<file path="src/rtl/reggen_apb_pkg.sv">
// Shared definitions for the reggen APB requester and the generated register files.
//   - apb_state_e : transfer FSM states (IDLE / SETUP / ACCESS / RESP)
//   - PPROT_*_BIT : bit positions within pprot
//   - REGGEN_DEFAULT_* : default widths and timeout shared with generated code
package reggen_apb_pkg;

  localparam int REGGEN_DEFAULT_ADDR_WIDTH = 16;
  localparam int REGGEN_DEFAULT_DATA_WIDTH = 32;
  localparam int REGGEN_DEFAULT_TIMEOUT    = 256;

  localparam int PPROT_PRIVILEGED_BIT  = 0;
  localparam int PPROT_NONSECURE_BIT   = 1;
  localparam int PPROT_INSTRUCTION_BIT = 2;

  typedef enum logic [1:0] {
    IDLE   = 2'd0,
    SETUP  = 2'd1,
    ACCESS = 2'd2,
    RESP   = 2'd3
  } apb_state_e;

endpackage

</file>
<file path="src/rtl/reggen_apb_master_if.sv">
// Bundle of the command/response handshake and the APB4 bus seen by the requester.
//   modport master : view of reggen_apb_master (takes commands, drives APB)
//   modport slave  : view of the command source plus APB completer
interface reggen_apb_master_if
  import reggen_apb_pkg::*;
#(
  parameter int REGGEN_ADDR_WIDTH = REGGEN_DEFAULT_ADDR_WIDTH,
  parameter int REGGEN_DATA_WIDTH = REGGEN_DEFAULT_DATA_WIDTH
);
  localparam int REGGEN_STRB_WIDTH = REGGEN_DATA_WIDTH / 8;

  // command channel
  logic                         cmd_valid;
  logic                         cmd_ready;
  logic                         cmd_write;
  logic [REGGEN_ADDR_WIDTH-1:0] cmd_addr;
  logic [REGGEN_DATA_WIDTH-1:0] cmd_wdata;
  logic [REGGEN_STRB_WIDTH-1:0] cmd_strb;
  logic [2:0]                   cmd_prot;
  // response channel
  logic                         rsp_valid;
  logic                         rsp_ready;
  logic [REGGEN_DATA_WIDTH-1:0] rsp_rdata;
  logic                         rsp_slverr;
  logic                         rsp_timeout;
  // APB4
  logic                         psel;
  logic                         penable;
  logic                         pwrite;
  logic [REGGEN_ADDR_WIDTH-1:0] paddr;
  logic [REGGEN_DATA_WIDTH-1:0] pwdata;
  logic [REGGEN_STRB_WIDTH-1:0] pstrb;
  logic [2:0]                   pprot;
  logic                         pready;
  logic                         pslverr;
  logic [REGGEN_DATA_WIDTH-1:0] prdata;

  modport master (
    input  cmd_valid, cmd_write, cmd_addr, cmd_wdata, cmd_strb, cmd_prot,
    output cmd_ready,
    output rsp_valid, rsp_rdata, rsp_slverr, rsp_timeout,
    input  rsp_ready,
    output psel, penable, pwrite, paddr, pwdata, pstrb, pprot,
    input  pready, pslverr, prdata
  );

  modport slave (
    output cmd_valid, cmd_write, cmd_addr, cmd_wdata, cmd_strb, cmd_prot,
    input  cmd_ready,
    input  rsp_valid, rsp_rdata, rsp_slverr, rsp_timeout,
    output rsp_ready,
    input  psel, penable, pwrite, paddr, pwdata, pstrb, pprot,
    output pready, pslverr, prdata
  );

endinterface

</file>
<file path="src/rtl/reggen_apb_timeout.sv">
// ACCESS-phase wait counter for the APB requester.
//   pclk, preset_n : clock, asynchronous active-low reset
//   clr            : restart the count (new transfer entering SETUP)
//   inc            : one more ACCESS cycle without pready
//   expired        : count has reached REGGEN_TIMEOUT
// With REGGEN_TIMEOUT = 0 the counter is removed and expired is tied low.
module reggen_apb_timeout #(
  parameter int REGGEN_TIMEOUT = 256
) (
  input  logic pclk,
  input  logic preset_n,
  input  logic clr,
  input  logic inc,
  output logic expired
);

  localparam int CNT_W = (REGGEN_TIMEOUT > 0) ? $clog2(REGGEN_TIMEOUT + 1) : 1;
  localparam logic [CNT_W-1:0] LIMIT = CNT_W'(REGGEN_TIMEOUT);

  if (REGGEN_TIMEOUT == 0) begin : g_off
    logic unused_inputs;
    assign unused_inputs = &{1'b0, pclk, preset_n, clr, inc};
    assign expired = 1'b0;
  end else begin : g_on
    logic [CNT_W-1:0] cnt_q;

    // NOTE: sequential state is assigned with <= so every flop samples the
    // pre-edge values, independent of statement order.
    always_ff @(posedge pclk or negedge preset_n) begin
      if (!preset_n) begin
        cnt_q <= '0;
      end else if (clr) begin
        cnt_q <= '0;
      end else if (inc && (cnt_q != LIMIT)) begin
        // Saturate at the limit; the FSM leaves ACCESS once it is reached.
        cnt_q <= cnt_q + 1'b1;
      end
    end

    assign expired = (cnt_q == LIMIT);
  end

endmodule

</file>
<file path="src/rtl/reggen_apb_master.sv">
// APB4 requester: turns one valid/ready command into one APB transfer and
// returns a single response; aborts a transfer whose completer never answers.
//   pclk, preset_n : APB clock, asynchronous active-low reset
//   bus (master)   : cmd_* command in, rsp_* response out, p* APB4 bus
// All outputs are registered except cmd_ready (state == IDLE).
module reggen_apb_master
  import reggen_apb_pkg::*;
#(
  parameter int REGGEN_ADDR_WIDTH = REGGEN_DEFAULT_ADDR_WIDTH,
  parameter int REGGEN_DATA_WIDTH = REGGEN_DEFAULT_DATA_WIDTH,
  parameter int REGGEN_TIMEOUT    = REGGEN_DEFAULT_TIMEOUT
) (
  input  logic                pclk,
  input  logic                preset_n,
  reggen_apb_master_if.master bus
);

  localparam int REGGEN_STRB_WIDTH = REGGEN_DATA_WIDTH / 8;

  apb_state_e state_q, state_d;
  logic       accept;
  logic       complete;
  logic       timed_out;
  logic       waiting;
  logic       expired;

  assign accept    = (state_q == IDLE) && bus.cmd_valid;
  assign waiting   = (state_q == ACCESS) && !bus.pready;
  assign complete  = (state_q == ACCESS) && bus.pready;
  // pready on the limit cycle wins, so expiry only matters while still waiting.
  assign timed_out = waiting && expired;

  assign bus.cmd_ready = (state_q == IDLE);

  reggen_apb_timeout #(
    .REGGEN_TIMEOUT(REGGEN_TIMEOUT)
  ) u_timeout (
    .pclk    (pclk),
    .preset_n(preset_n),
    .clr     (accept),
    .inc     (waiting),
    .expired (expired)
  );

  // NOTE: state_d gets a default before the case so every path assigns it and
  // no latch is inferred.
  always_comb begin
    state_d = state_q;
    case (state_q)
      IDLE:    if (bus.cmd_valid)          state_d = SETUP;
      SETUP:                               state_d = ACCESS;
      ACCESS:  if (complete || timed_out)  state_d = RESP;
      RESP:    if (bus.rsp_ready)          state_d = IDLE;
      default:                             state_d = IDLE;
    endcase
  end

  always_ff @(posedge pclk or negedge preset_n) begin
    if (!preset_n) state_q <= IDLE;
    else           state_q <= state_d;
  end

  // Bus and response registers; control strobes are the registered decode of
  // the next state so they line up exactly with the FSM.
  always_ff @(posedge pclk or negedge preset_n) begin
    if (!preset_n) begin
      bus.psel        <= 1'b0;
      bus.penable     <= 1'b0;
      bus.pwrite      <= 1'b0;
      bus.paddr       <= {REGGEN_ADDR_WIDTH{1'b0}};
      bus.pwdata      <= {REGGEN_DATA_WIDTH{1'b0}};
      bus.pstrb       <= {REGGEN_STRB_WIDTH{1'b0}};
      bus.pprot       <= 3'b000;
      bus.rsp_valid   <= 1'b0;
      bus.rsp_rdata   <= {REGGEN_DATA_WIDTH{1'b0}};
      bus.rsp_slverr  <= 1'b0;
      bus.rsp_timeout <= 1'b0;
    end else begin
      bus.psel      <= (state_d == SETUP) || (state_d == ACCESS);
      bus.penable   <= (state_d == ACCESS);
      bus.rsp_valid <= (state_d == RESP);

      if (accept) begin
        bus.paddr  <= bus.cmd_addr;
        bus.pwrite <= bus.cmd_write;
        bus.pprot  <= bus.cmd_prot;
        // Reads carry no write data or strobes on the bus.
        bus.pwdata <= bus.cmd_write ? bus.cmd_wdata : {REGGEN_DATA_WIDTH{1'b0}};
        bus.pstrb  <= bus.cmd_write ? bus.cmd_strb  : {REGGEN_STRB_WIDTH{1'b0}};
      end

      if (complete) begin
        bus.rsp_rdata   <= bus.pwrite ? {REGGEN_DATA_WIDTH{1'b0}} : bus.prdata;
        bus.rsp_slverr  <= bus.pslverr;
        bus.rsp_timeout <= 1'b0;
      end else if (timed_out) begin
        bus.rsp_rdata   <= {REGGEN_DATA_WIDTH{1'b0}};
        bus.rsp_slverr  <= 1'b1;
        bus.rsp_timeout <= 1'b1;
      end
    end
  end

endmodule
</file>
<file path="src/flat_wrapper.sv">
// flat-port wrapper written by rule: the top's interface ports become plain ports
module reggen_apb_master_flat import reggen_apb_pkg::*;
#(
  parameter int REGGEN_ADDR_WIDTH = REGGEN_DEFAULT_ADDR_WIDTH,
  parameter int REGGEN_DATA_WIDTH = REGGEN_DEFAULT_DATA_WIDTH,
  parameter int REGGEN_TIMEOUT    = REGGEN_DEFAULT_TIMEOUT
)
  (pclk, preset_n, bus_cmd_valid, bus_cmd_write, bus_cmd_addr, bus_cmd_wdata, bus_cmd_strb, bus_cmd_prot, bus_cmd_ready, bus_rsp_valid, bus_rsp_rdata, bus_rsp_slverr, bus_rsp_timeout, bus_rsp_ready, bus_psel, bus_penable, bus_pwrite, bus_paddr, bus_pwdata, bus_pstrb, bus_pprot, bus_pready, bus_pslverr, bus_prdata);
  reggen_apb_master_if #(.REGGEN_ADDR_WIDTH(REGGEN_ADDR_WIDTH), .REGGEN_DATA_WIDTH(REGGEN_DATA_WIDTH)) bus_i ();
  input  logic pclk;
  input  logic preset_n;
  input wire logic [$bits(bus_i.cmd_valid)-1:0] bus_cmd_valid;
  input wire logic [$bits(bus_i.cmd_write)-1:0] bus_cmd_write;
  input wire logic [$bits(bus_i.cmd_addr)-1:0] bus_cmd_addr;
  input wire logic [$bits(bus_i.cmd_wdata)-1:0] bus_cmd_wdata;
  input wire logic [$bits(bus_i.cmd_strb)-1:0] bus_cmd_strb;
  input wire logic [$bits(bus_i.cmd_prot)-1:0] bus_cmd_prot;
  output wire logic [$bits(bus_i.cmd_ready)-1:0] bus_cmd_ready;
  output wire logic [$bits(bus_i.rsp_valid)-1:0] bus_rsp_valid;
  output wire logic [$bits(bus_i.rsp_rdata)-1:0] bus_rsp_rdata;
  output wire logic [$bits(bus_i.rsp_slverr)-1:0] bus_rsp_slverr;
  output wire logic [$bits(bus_i.rsp_timeout)-1:0] bus_rsp_timeout;
  input wire logic [$bits(bus_i.rsp_ready)-1:0] bus_rsp_ready;
  output wire logic [$bits(bus_i.psel)-1:0] bus_psel;
  output wire logic [$bits(bus_i.penable)-1:0] bus_penable;
  output wire logic [$bits(bus_i.pwrite)-1:0] bus_pwrite;
  output wire logic [$bits(bus_i.paddr)-1:0] bus_paddr;
  output wire logic [$bits(bus_i.pwdata)-1:0] bus_pwdata;
  output wire logic [$bits(bus_i.pstrb)-1:0] bus_pstrb;
  output wire logic [$bits(bus_i.pprot)-1:0] bus_pprot;
  input wire logic [$bits(bus_i.pready)-1:0] bus_pready;
  input wire logic [$bits(bus_i.pslverr)-1:0] bus_pslverr;
  input wire logic [$bits(bus_i.prdata)-1:0] bus_prdata;
  assign bus_i.cmd_valid = bus_cmd_valid;
  assign bus_i.cmd_write = bus_cmd_write;
  assign bus_i.cmd_addr = bus_cmd_addr;
  assign bus_i.cmd_wdata = bus_cmd_wdata;
  assign bus_i.cmd_strb = bus_cmd_strb;
  assign bus_i.cmd_prot = bus_cmd_prot;
  assign bus_cmd_ready = bus_i.cmd_ready;
  assign bus_rsp_valid = bus_i.rsp_valid;
  assign bus_rsp_rdata = bus_i.rsp_rdata;
  assign bus_rsp_slverr = bus_i.rsp_slverr;
  assign bus_rsp_timeout = bus_i.rsp_timeout;
  assign bus_i.rsp_ready = bus_rsp_ready;
  assign bus_psel = bus_i.psel;
  assign bus_penable = bus_i.penable;
  assign bus_pwrite = bus_i.pwrite;
  assign bus_paddr = bus_i.paddr;
  assign bus_pwdata = bus_i.pwdata;
  assign bus_pstrb = bus_i.pstrb;
  assign bus_pprot = bus_i.pprot;
  assign bus_i.pready = bus_pready;
  assign bus_i.pslverr = bus_pslverr;
  assign bus_i.prdata = bus_prdata;
  reggen_apb_master #(.REGGEN_ADDR_WIDTH(REGGEN_ADDR_WIDTH), .REGGEN_DATA_WIDTH(REGGEN_DATA_WIDTH), .REGGEN_TIMEOUT(REGGEN_TIMEOUT)) u_core (.pclk(pclk), .preset_n(preset_n), .bus(bus_i));
endmodule
</file>
<file path="config.mk">
export PLATFORM = sky130hd
export DESIGN_NAME = reggen_apb_master_flat
export DESIGN_NICKNAME = d
export VERILOG_FILES = /design/src/rtl/reggen_apb_pkg.sv /design/src/rtl/reggen_apb_master_if.sv /design/src/rtl/reggen_apb_timeout.sv /design/src/rtl/reggen_apb_master.sv /design/src/flat_wrapper.sv
export SDC_FILE = /design/constraint.sdc
export NUM_CORES = 1
export LEC_CHECK = 0
export ABC_AREA = 1
export CAP_MARGIN = 20
export CORE_ASPECT_RATIO = 1.5
export CORE_UTILIZATION = 38
export CTS_CLUSTER_DIAMETER = 50
export DETAILED_ROUTE_END_ITERATION = 12
export PLACE_DENSITY = 0.76
export SYNTH_ARGS = -nofsm -noshare
export SYNTH_HDL_FRONTEND = slang
export SYNTH_HIERARCHICAL = 1
export SYNTH_SLANG_ARGS = --single-unit
export TNS_END_PERCENT = 1
</file>
<file path="constraint.sdc">
create_clock -name pclk -period 1.64 [get_ports pclk]
set_input_delay 0.246 -clock pclk [delete_from_list [all_inputs] [get_ports pclk]]
set_output_delay 0.246 -clock pclk [all_outputs]
set_load 0.01 [all_outputs]
</file>
==> flow_summary.yaml <==
run_status:
  status: "finished clean"
clock_tree:
  cts_sinks: 104
  clkTransAtPathRegs_ns: 0.06
  ctsHtreeMaxLevel: 3
  cts.root.buffer_cell: "clkbuf_16"
  insertion_delay_ns: 0.34
  cts_tree: "built"
  numCtsBuffers: 9
  cts_buffer_depth: 2
sta:
  setup_viol: 0
  period_minus_slack_ns: 1.56
  whs_ns: 0.288
  fin_skew_ns: 0.0108
  tns_ns: 0
  final_hold_viol_count: 0
  slew_viol_final: 0
  clock.fmax_ghz: 0.639
  fin_crit_sh_pct: 95.4
  rsz0062_at_grt: "false"
  slew_headroom_pct: 81.7
  worst_pin_slew_ns: 0.274
worst_setup_path:
  critical_path_depth: 1
  cp.required_ns: 1.39
  worstPathBufferInverterCount: 1
  criticalPathCategory: "flop to primary output"
  path_delay_family: "buffers and inverters"
  slowest_delay_ns: 0.57
  cp_slowest_cell: "clkdlybuf4s50_1"
  crit_path_max_fanout: 3
  crit_chain: "clkdlybuf4s50_1"
  endpoint_kind: "primary output"
  setup.worst_path.start_class: "flop"
  reg2regPathDepth: 10
  critPathArrivalTime_ns: 1.32
synth:
  synthAdderAreaFrac_pct: 1.15
  synthMuxAreaShare_pct: 0
  synth_seq_cells: 104
  syn-num-nets: 599
  ys_warn_count: 6
  yosysTopAreaCell: "dfrtp_1"
  synth_xor_area_share_pct: 0
  syn_area_um2: 4370
  synth-compound-area-share_pct: 5.02
  seq_area_frac_synth_pct: 59.6
  yosys.area_share.simple_pct: 28.3
  synthCells: 501
  synth.distinct_cells: 22
  synth.top_cell.area_share_pct: 59.6
  synth_area_leaders: "dfrtp_1 (60%), nand2_1 (23%), o21ai_1 (2.8%), buf_6 (2.6%), nand3_1 (2.2%)"
  synth_top_family_by_area: "simple AND/OR/NAND/NOR gates"
  syn_avg_cell_area_um2: 8.71
drt:
  wl_um: 11000
  antenna_left: 0
  drt_iter0_drc: 160
  drc: 0
  wl_per_cell_um: 13.0
  drt_first_pass_iters: 4
  avgViaCountPerCell: 4.61
  vias: 3891
grt:
  met1_usage_pct: 22.9
  grt_usage_pct: 19.1
  grt_pass1_wl_um: 17600
  grt_util_met3_pct: 4.77
  busiest_layer: "met2"
  grt_overflow: 0
  antenna_found_initial: 0
  grt_pass1_vias: 3797
  use_met2_pct: 32.5
  grt_max_degree: 57
power_and_ir_drop:
  intPower_w: 0.00748
  finalPower_w: 0.0115
  seq_power_share_pct: 37.8
  p_sw_w: 0.00398
  powerDensity_nw_per_um2: 1700
  comb_power_share_pct: 44.7
  clockPowerShare_pct: 17.6
  p_leak_nw: 3.20
  switching_share_pct: 34.8
  ir_drop_v: 0.000825
floorplan:
  std_cell_rows: 47
  die_w_um: 89.5
  dieArea_um2: 11900
  initial_core_util_pct: 39.3
  die_h_um: 133
  num_io_pins: 188
  core-area_um2: 11100
finish:
  area_growth_pct: 54.0
  final_cell_mix: "nand2_1 (266), clkdlybuf4s50_1 (185), dfrtp_1 (103)"
  fill_cells: 951
  n_antenna_cell: 0
  fin_nets: 790
  drive_gt1_share_pct: 6.89
  final_common_cell: "nand2_1"
placement:
  finalWeightedCongestion: 0.841
  dp_hpwl_um: 8100
  port-buffer-count: 187
job:
  max_cap_viol_count: 0
min_path:
  hp-class: "input port to asynchronous set/reset pin"
==> state kept, by name, indices dropped and copies added, names as in the netlist <==
signal and cells:
u_core/bus.paddr 16, u_core/bus.penable 1, u_core/bus.pprot 3, u_core/bus.psel 1, u_core/bus.pstrb 4, u_core/bus.pwdata 32, u_core/bus.pwrite 1, u_core/bus.rsp_rdata 32
u_core/bus.rsp_slverr 1, u_core/bus.rsp_timeout 1, u_core/bus.rsp_valid 1, u_core/state_q 2, u_core/u_timeout/g_on.cnt_q 9
==> power by group through the flow <==
stage	registers, W	clock network, W	logic (W)
after global routing	0.00447	0.00218	0.00562
after floorplan	0.00477	0	0.00185
after global placement	0.00433	0	0.00498
final	0.00433	0.00201	0.00512
after detailed placement	0.00433	0	0.00515
after CTS	0.00433	0.00207	0.00514
==> cell type report <==
type,instances,area [µm²],area share (%)
clock buffers,11,243,3.61
flip-flops and latches,104,2600,38.7
inverters,17,77.6,1.15
well taps,147,184,2.74
clock inverters,5,40.0,0.595
repair buffers,202,2050,30.5
multi-input cells,358,1530,22.7
==> per-layer routing <==
layer,wire [µm],up-vias
met5,0,-
met4,248,0
met3,695,17
met2,5620,141
met1,4450,1798
li1,-,1935
==> metrics by stage <==
step | cells | instance area (µm²) | worst slack (ns) | util (%)
finish | 844 | 6720 | 0.0752 | 60.5
global route | 844 | 6720 | 0.0159 | 60.5
CTS | 843 | 6700 | 0.0205 | 60.3
detailed placement | 826 | 6410 | 0.0352 | 57.6
global placement | 826 | 6410 | 0.103 | 57.6
floorplan | 501 | 4370 | 0.00866 | -
==> what timing repair did <==
item | 4_1_cts | 5_1_grt
pin swaps | 0 | 7
resized for setup | 2 | 3
setup endpoints to repair | 2 | 33
hold buffers | 1 | 0
setup buffers | 0 | 1
endpoints found under the hold margin | 101 | 0
==> synth_stat cells (all sizes together) <==
master	number
nand2	270
dfrtp	104
o21ai	42
nand3	19
nor2	19
buf	17
inv	16
clkbuf	5
ha	4
nor3	2
a21oi	1
bufinv	1
nand3b	1
==> worst register-to-register path, stage by stage (launching register included) <==
cell and delay [ns]:
dfrtp_1 0.43, inv_2 0.11, nand2_1 0.10, nor2_2 0.12
nand2_2 0.09, inv_2 0.08, o21ai_4 0.06, nand2_1 0.08
nor2_1 0.04, ha_1 0.27, inv_1 0.03
==> cell families (layout without fill, tap and decap cells) <==
kind of cell / after synthesis / after routing
simple gates: 311 / 311
buf+inv: 39 / 235
compound gates: 43 / 43
fa+ha+maj: 4 / 4
flops: 104 / 104
==> path summary, 6_finish.rpt <==
| kind | from | end | slack [ns] |
|---|---|---|---|
| min reg2reg | u_core/bus.rsp_rdata[24] | u_core/bus.rsp_rdata[24] | 0.48 |
| min | preset_n | u_core/bus.rsp_rdata[26] | 0.29 |
| min in group pclk | bus_cmd_addr[4] | u_core/bus.paddr[4] | 0.44 |
| max reg2reg | u_core/u_timeout/g_on.cnt_q[3] | u_core/bus.psel | 0.11 |
| max in group asynchronous | preset_n | u_core/bus.pwdata[4] | 0.87 |
| max | u_core/bus.pwrite | bus_pwrite | 0.08 |
Note: power is estimated with default switching activity, not from simulation.
==> RTL edit, RTL diff (config.mk and constraints unchanged) <==
`REGGEN_DEFAULT_ADDR_WIDTH`: 16 -> 15.
--- a/src/rtl/reggen_apb_pkg.sv
+++ b/src/rtl/reggen_apb_pkg.sv
@@ -5,5 +5,5 @@
 package reggen_apb_pkg;
 
-  localparam int REGGEN_DEFAULT_ADDR_WIDTH = 16;
+  localparam int REGGEN_DEFAULT_ADDR_WIDTH = 15;
   localparam int REGGEN_DEFAULT_DATA_WIDTH = 32;
   localparam int REGGEN_DEFAULT_TIMEOUT    = 256;
Interface: changed (resized bus_cmd_addr and bus_paddr); port bits go from 188 to 186. No check against the original RTL was run, so the function may have changed too.
==> RTL edit against the original RTL <==
Synthesized area grew 2.1%. Wire length grew 2.7%. Sequential cell count shrank 1. Final area grew 1.2%. Power grew 1.9%. Non-clock buffer count shrank 2. Count of clock-buffer cells in the layout shrank 2. First-iteration DRC count grew 18%. Setup slack gained 31 ps. Die area grew 2.1%. Global-route usage is essentially flat. Clock power grew 5%.
==> RTL edit: results (changes against the original RTL) <==
run status complete, no violations; highest net fanout along the worst path 4 (+1); largest net degree at the start of global routing 54 (-5.3%); leading cell types by total area after synthesis sky130_fd_sc_hd__dfrtp_1, sky130_fd_sc_hd__nand2_1, sky130_fd_sc_hd__o21ai_2; switch share 0.3484 (+0.0008801); number of iterations in the first detailed-routing pass 5 (+1); Placed Area 6485 sq um (+1.2%); met3 Use GR 0.06982 (+0.02211); wire length of the first global-routing pass 18550 um (+5.3%); logic depth of the worst register-to-register path 11 (+1); fraction of synthesized cell area taken by the top area cell type 0.5783 (-0.01783); beginning of the worst register-to-register path u_core/u_timeout/g_on.cnt_q[0]; adder-cell share of the synthesized area 0.01123 (-0.0002350); biggest cell delay along the critical path 400 ps (-170 ps); Metal-1 WL 4368 um (-1.8%); proportion of power drawn by flip-flops and latches 0.363 (-0.015); crit path to u_core/bus.psel; routed via count divided by cell count 4.668 (+1.3%); total routed wirelength 11300 um (+2.7%); gr usage total 0.1912 (about the same); clock network fraction of design power 0.181 (+0.005); post-synth net total 594 (-0.83%); global-route track usage on met2 0.3304 (+0.005089); post-synthesis sequential area ratio 0.5783 (-0.01783); kind of cell adding the most delay to the critical path adder cells; commonest cells in the synthesized netlist sky130_fd_sc_hd__nand2_1, sky130_fd_sc_hd__dfrtp_1, sky130_fd_sc_hd__o21ai_2, sky130_fd_sc_hd__nand3_1, sky130_fd_sc_hd__buf_6; share of post-route cells with drive strength above 1 0.1100 (+0.04112); fillers 970 (+2.0%); RD Place Congestion 0.8955 (+6.5%); final layout net count 783 (-0.89%); share of the synthesized area in compound gates (AO/OA/AOI/OAI) 0.07103 (+0.02087); number of distinct library cells after synthesis 23 (+4.5%); CP max stage cell sky130_fd_sc_hd__dfrtp_1; TritonCTS Buffers 9 (unchanged); Worst Path Class, Setup flip-flop to flip-flop; static leakage power 3.257 nW (+1.8%); number of design-rule violations left by the first detailed-router iteration 189 (+18%); met1 usage 0.2200 (-0.008659); HPWL reported at the end of detailed placement 8347 um (+3.1%); registers with the most flip-flops u_core/bus.pwdata (32), u_core/bus.rsp_rdata (32), u_core/bus.paddr (15); routed length on met2 5784 um (+3.0%); met3 routed WL 957 um (+38%); max-slew headroom at the worst pin 0.8157 (-0.001539); Post-Synth XOR/XNOR Area 0 (unchanged)
## RTL edit: cell types whose count changed after synthesis, sizes merged
cell,change
dfrtp,-1
nand2,-3
buf,+1
clkbuf,-1
## RTL edit: stage by stage
| step | util | hold WS [ps] | power [W] | std cells | setup WS, ps |
|---|---|---|---|---|---|
| detailed placement | 0.5653 | 150.7 | 0.009623 | 824 | 74.96 |
| global placement | 0.5653 | 139.0 | 0.009469 | 824 | 126.7 |
| global route | 0.5929 | 330.3 | 0.01250 | 841 | 1.863 |
| floorplan | - | -49.59 | 0.006772 | 497 | 8.654 |
| CTS | 0.5925 | 325.3 | 0.01181 | 841 | 27.94 |
| finish | 0.5929 | 321.8 | 0.01168 | 841 | 106.3 |
## RTL edit: final cells by class
class / count / area share
clock buffers: 9 / 0.03311
clock inverters: 7 / 0.01067
inverters: 17 / 0.01141
multi-input cells: 355 / 0.2382
flip-flops and latches: 103 / 0.3790
well taps: 150 / 0.02759
repair buffers: 200 / 0.3000
